`src/rtl/mem_arbiter.sv`:
```
// mem_arbiter: shares one single-port memory between the fetch port (IF)
// and the data port (DM). Data has fixed priority. Each port owns a done
// flag and a result buffer so a finished access is held, and never reissued,
// while the other port keeps the pipeline stalled.
module mem_arbiter #(
    parameter int unsigned DW = 32,
    parameter int unsigned AW = 32
) (
    input  logic          clk,
    input  logic          reset,
    input  logic          if_req,
    input  logic [AW-1:0] if_addr,
    output logic [DW-1:0] if_rdata,
    output logic          if_stall,
    input  logic          dm_req,
    input  logic          dm_we,
    input  logic [AW-1:0] dm_addr,
    input  logic [DW-1:0] dm_wdata,
    output logic [DW-1:0] dm_rdata,
    output logic          dm_stall,
    input  logic          adv,
    output logic          mem_req,
    output logic          mem_we,
    output logic [AW-1:0] mem_addr,
    output logic [DW-1:0] mem_wdata,
    input  logic [DW-1:0] mem_rdata,
    input  logic          mem_ready
);

    typedef enum logic [1:0] {
        IDLE    = 2'd0,
        IF_BUSY = 2'd1,
        DM_BUSY = 2'd2
    } state_t;

    state_t        state;
    logic          if_done;
    logic          dm_done;
    logic [DW-1:0] if_buf;
    logic [DW-1:0] dm_buf;
    logic [AW-1:0] lat_addr;
    logic [DW-1:0] lat_wdata;
    logic          lat_we;

    logic          if_cmpl;
    logic          dm_cmpl;
    logic          hit_if;
    logic          hit_dm;

    // Completion of the in-flight access, per port
    assign if_cmpl = (state == IF_BUSY) && mem_ready;
    assign dm_cmpl = (state == DM_BUSY) && mem_ready;

    // Port is satisfied if already buffered or completing right now
    assign hit_if = if_done || if_cmpl;
    assign hit_dm = dm_done || dm_cmpl;

    assign if_stall = if_req && !hit_if;
    assign dm_stall = dm_req && !hit_dm;

    assign if_rdata = if_done ? if_buf : mem_rdata;
    assign dm_rdata = dm_done ? dm_buf : mem_rdata;

    // Memory request follows the state register; address/data come from latches
    assign mem_req   = (state != IDLE);
    assign mem_we    = (state == DM_BUSY) && lat_we;
    assign mem_addr  = lat_addr;
    assign mem_wdata = lat_wdata;

    // Arbitration FSM; latches the winner's request on the grant edge
    always_ff @(posedge clk) begin
        if (!reset) begin
            state     <= IDLE;
            lat_addr  <= '0;
            lat_wdata <= '0;
            lat_we    <= 1'b0;
        end else begin
            case (state)
                IDLE: begin
                    if (dm_req && !dm_done) begin
                        state     <= DM_BUSY;
                        lat_addr  <= dm_addr;
                        lat_we    <= dm_we;
                        lat_wdata <= dm_wdata;
                    end else if (if_req && !if_done) begin
                        state    <= IF_BUSY;
                        lat_addr <= if_addr;
                        lat_we   <= 1'b0;
                    end
                end
                IF_BUSY: begin
                    if (mem_ready) state <= IDLE;
                end
                DM_BUSY: begin
                    if (mem_ready) state <= IDLE;
                end
                default: state <= IDLE;
            endcase
        end
    end

    // Done flags and result buffers; pipeline advance clears both flags
    always_ff @(posedge clk) begin
        if (!reset) begin
            if_done <= 1'b0;
            dm_done <= 1'b0;
            if_buf  <= '0;
            dm_buf  <= '0;
        end else if (adv) begin
            if_done <= 1'b0;
            dm_done <= 1'b0;
        end else begin
            if (if_cmpl) begin
                if_done <= 1'b1;
                if_buf  <= mem_rdata;
            end
            if (dm_cmpl) begin
                dm_done <= 1'b1;
                dm_buf  <= mem_rdata;
            end
        end
    end

endmodule

```
`config.mk`:
```
export PLATFORM = sky130hd
export DESIGN_NAME = mem_arbiter
export DESIGN_NICKNAME = d
export VERILOG_FILES = /design/src/rtl/mem_arbiter.sv
export SDC_FILE = /design/constraint.sdc
export NUM_CORES = 1
export LEC_CHECK = 0
export CAP_MARGIN = 10
export CORE_MARGIN = 2
export CORE_UTILIZATION = 41
export DETAILED_ROUTE_END_ITERATION = 12
export PLACE_DENSITY = 0.8
export SYNTH_ARGS = -nofsm -noshare
export SYNTH_HDL_FRONTEND = slang
export SYNTH_SLANG_ARGS = --single-unit
```
`constraint.sdc`:
```
create_clock -name clk -period 1.77 [get_ports clk]
set_input_delay 0.354 -clock clk [delete_from_list [all_inputs] [get_ports clk]]
set_output_delay 0.354 -clock clk [all_outputs]
set_load 0.005 [all_outputs]
```
# [Word-level counts from Yosys, hierarchy flattened]
# Index checks and enable logic that the tools add are counted.
[totals] ff_bits=133 latchBits=0 ram_bits=0 rom_bits=0 inputBits=135 out_inout_bits=132 word_cells=47 memories=0
[classes] addsub=0 multipliers=0 div_mod_pow=0 n_lt_le_gt_ge=0 n_eq_ne=4 shifts=0 muxes=10 bitwise_logic=2 reduce_logical=23
[op_table] operator="$mux W32" count=4
[op_table] operator="$reduce_and A2 Y1" count=5
[op_table] operator="$logic_and A1 B1 Y1" count=7
[op_table] operator="$mux W2" count=3
[op_table] operator="$logic_not A1 Y1" count=4
[op_table] operator="$pmux W2 S2" count=1
[op_table] operator="$reduce_bool A2 Y1" count=2
[op_table] operator="$reduce_or A2 Y1" count=2
[op_table] operator="$ne A3 B3 Y1 const B" count=1
[op_table] operator="$eq A2 B1 Y1 const B" count=1
[op_table] operator="$eq A2 B2 Y1 const B" count=1
[op_table] operator="$logic_not A2 Y1" count=1
[op_table] operator="$logic_or A1 B1 Y1" count=2
[op_table] operator="$mux W1" count=2
[op_table] operator="$ne A2 B1 Y1 const B" count=1
[op_table] operator="$not A1 Y1" count=2

# [Logic depth before layout (Yosys ltp)]
[depth] depth_word=5 mapped_depth=7 mapped_depth_nobuf=5

# [Worst setup path before layout]
# OpenSTA, ideal clock, no wires.
[synth_timing] path_type="register to output" start="register dm_done" end="output dm_rdata[10]" t_arrival_ps=1131 required_ps=1416 slack_ps=285 path_stages_with_launch=4 n_path_buf=2 path_cell_list="dfxtp_1 buf_6 clkbuf_1 mux2_2"
[synth_between] elab_chain_len=1
[synth_rtl] element="start: declaration" line_no="38" rtl="logic dm_done;"
[synth_rtl] element="start signal: assignment" line_no="106" rtl="dm_done <= 1'b0;"
[synth_rtl] element="start signal: assignment" line_no="111" rtl="dm_done <= 1'b0;"
[synth_rtl] element="start signal: assignment" line_no="118" rtl="dm_done <= 1'b1;"
[synth_rtl] element="$mux W32" line_no="62" rtl="assign dm_rdata = dm_done ? dm_buf : mem_rdata;"
[synth_rtl] element="end: declaration" line_no="19" rtl="output logic [DW-1:0] dm_rdata,"
# No other way between the ends.

# [Final worst setup path]
[layout_timing] start="register dm_done" end="output dm_rdata[6]"
# The elaborated chain is that of the path after synthesis.

==> summary.md <==
| Metric | Value |
|---|---|
| Status | finished, violations left |
| Failing checks | negative setup slack |
| Layout cells sized above 1 | 24.9% |
| CP max FO | 7 |
| Commonest cells post-synth | nand2_1, dfxtp_1, a21oi_1, mux2_2 |
| Final WS setup | -172 ps |
| Seq/Total Area, Yosys | 46.4% |
| Post-synthesis simple-gate area fraction | 16.8% |
| Initial antenna violation count | 0 |
| Cell with the most instances after synthesis | nand2_1 |
| CTS HTree Levels | 4 |
| Max IR drop VDD | 0.641 mV |
| Layout overhead on the synthesized area | 77.9% |
| Distinct cells, synth | 26 |
| Initial DRC count | 356 |
| Routed WL | 20.0 mm |
| Largest net degree at the start of global routing | 100 |
| Rows | 43 |
| Final Hold Vio Count | 0 |
| Number of max-cap violations | 0 |
| GRT overflow | 0 |
| Synthesized flop and latch total | 133 |
| CP Data Arrival Time | 1590 ps |
| Post-route clock skew | 6.27 ps |
| DRT Pass-1 Iters | 5 |
| CP required | 1420 ps |
| Fin area | 0.0102 sq mm |
| Pwr dens | 855 mW/mm^2 |
| Ys Warns | 0 |
| Die Width | 122 um |
| Main combinational cell family by area after synthesis | multiplexers |
| Placer Congestion | 0.775 |
| F_max | 0.515 GHz |
| Pins over their slew limit | 0 |
| Syn Inst Count | 671 |
| Post-synth ARST share | 0% |
| Pre-CTS worst setup slack | -216 ps |
| IO Pins | 267 |
| Vias/cell | 5.17 |
| Share of the synthesized area in the top cell type | 46.4% |
| Flop-to-flop setup slack | 60 ps |
| Max Buffers Root-to-Sink | 2 |
| Main area contributors after synthesis | dfxtp_1, nand2_1, mux2_2 |
| Post-Synth Adder-Cell Area | 0.654% |
| Post-Place Cells | 1114 |
| HPWL after DPL | 12.2 mm |
| Power Total | 8.72 mW |
| Ys flop type | dfxtp_1 |
| Clock Latency Late Sink | 420 ps |
| Post-Syn Nets | 809 |
| Nets | 1117 |
| Initial Util | 41.6% |
| Hold Slack | 452 ps |
| DRC Markers | 0 |
| Syn Area/Cell | 8.55 sq um |
| Number of synthesized flops with an enable pin | 0 |
| Hold buffers post-CTS | 0 |
| DR vias | 6045 |
| ANT cells | 0 |
| Kind of end point of the critical path | output port |
| Critical path type | reg2out |
| Die height | 122 um |
| Gr usage total | 26.1% |
| # port buffers | 266 |
| Unrepaired setup endpoints after global routing | yes |
| Vias in the first global route | 6077 |
| Period minus WS final | 1940 ps |
| Root buffer cell | clkbuf_16 |
| XOR/XNOR share of the synthesized area | 0% |
| Period Utilization, post-route | 110% |
| Post-route ant nets | 0 |
| Reg clk slew, reported paths | 50 ps |
| Hold Crit Class | reg2reg |
| Post-synthesis mux area share | 18.2% |
| Synthesized area | 0.00574 sq mm |
| Leak | 4.10 nW |
| Cell Count, Final, Fillers Out | 1170 |
| Synth Area in Compound Gates | 13.1% |
| First-pass GRT wire length | 30.3 mm |
| Final Setup Violations | 61 |
| Worst Max-Slew Pin Slew | 477 ps |
| Relative slew slack | 68.2% |
| Inserted Clock Buffers | 17 |
| Area leader, netlist | dfxtp_1 |
| CORE AREA | 0.0138 sq mm |
| Placed Area | 0.00891 sq mm |
| Wire per inst | 17.1 um |
| Total clock sinks | 133 |
| Startpoint types | flop |
| CTS tree | done |
| Die ar. | 0.0150 sq mm |
## sequential cells by signal, summed over array words and instances (netlist names)
| signal | flops |
|---|---|
| mem_addr | 32 |
| state | 2 |
| if_buf | 32 |
| lat_we | 1 |
| dm_done | 1 |
| mem_wdata | 32 |
| if_done | 1 |
| dm_buf | 32 |
## where the power goes
part | total, mW | switching, mW | internal [mW]
Sequential | 3.31 | 0.114 | 3.20
Combinational | 1.97 | 0.774 | 1.20
Clock | 3.44 | 1.23 | 2.20
## worst max-delay path: stages, from the launching register on
cell and delay, ps:
dfxtp_4 360, buf_12 130, buf_6 110, buf_12 140
mux2_4 310, buf_6 120
## layout make-up
| cell class | instances | area (sq um) |
|---|---|---|
| Clock inverter | 4 | 70.1 |
| Timing Repair Buffer | 341 | 3630 |
| Tap cell | 180 | 225 |
| Multi-Input combinational cell | 482 | 3090 |
| Sequential cell | 133 | 2670 |
| Clock buffer | 26 | 499 |
| Inverter | 4 | 15.0 |
| Fill cell | 950 | 3570 |
## final timing paths
kind                      start            end  cells past startpoint
setup reg to reg        if_done    mem_addr[6]                      6
hold reg to reg   mem_wdata[13]  mem_wdata[13]                      2
setup / recovery        dm_done    dm_rdata[6]                      5
hold / removal    mem_wdata[13]  mem_wdata[13]                      2
## per-layer routing
metal | routed length, um | track usage (%) | share of wire [%] | up-vias
met1 | 7740 | 28.7 | 39 | 2837
met2 | 10000 | 44.9 | 50 | 267
met3 | 1480 | 8.04 | 7.4 | 52
li1 | - | - | - | 2889
met5 | 0 | 0 | 0 | -
met4 | 765 | 13.9 | 3.8 | 0
## kinds of logic after synthesis
logic type	Yosys count
adder cells (fa/ha/maj)	3
buffers and inverters	58
AO/OA/AOI/OAI	139
multiplexers	96
flip-flops	133
AND/OR/NAND/NOR	242
## repair_timing
action                     CTS  global route
setup endpoints to repair   68            97
resized for setup          404            29
cloned                       4             2
setup buffers               20             3
pin swaps                    0             2
hold endpoints to repair     0             0
## placed cells by master, fill, tap and decap left out, types with 5 or more instances in the layout
cell and n:
nand2_1 225, clkdlybuf4s50_1 198, dfxtp_1 129, a21oi_1 100, buf_6 77, mux2_4 64, buf_4 40, mux2i_1 32
o22ai_1 32, buf_12 19, clkbuf_16 17, clkbuf_1 5
## per-stage QoR
step | util (%) | setup TNS, ps
final | 74.1 | -5770
after global routing | 74.1 | -8340
after CTS | 73.2 | -6740
after detailed placement | 64.7 | -12650
after global placement | 64.7 | -10690
after floorplan | - | 0
(Power assumes the default switching activity.)
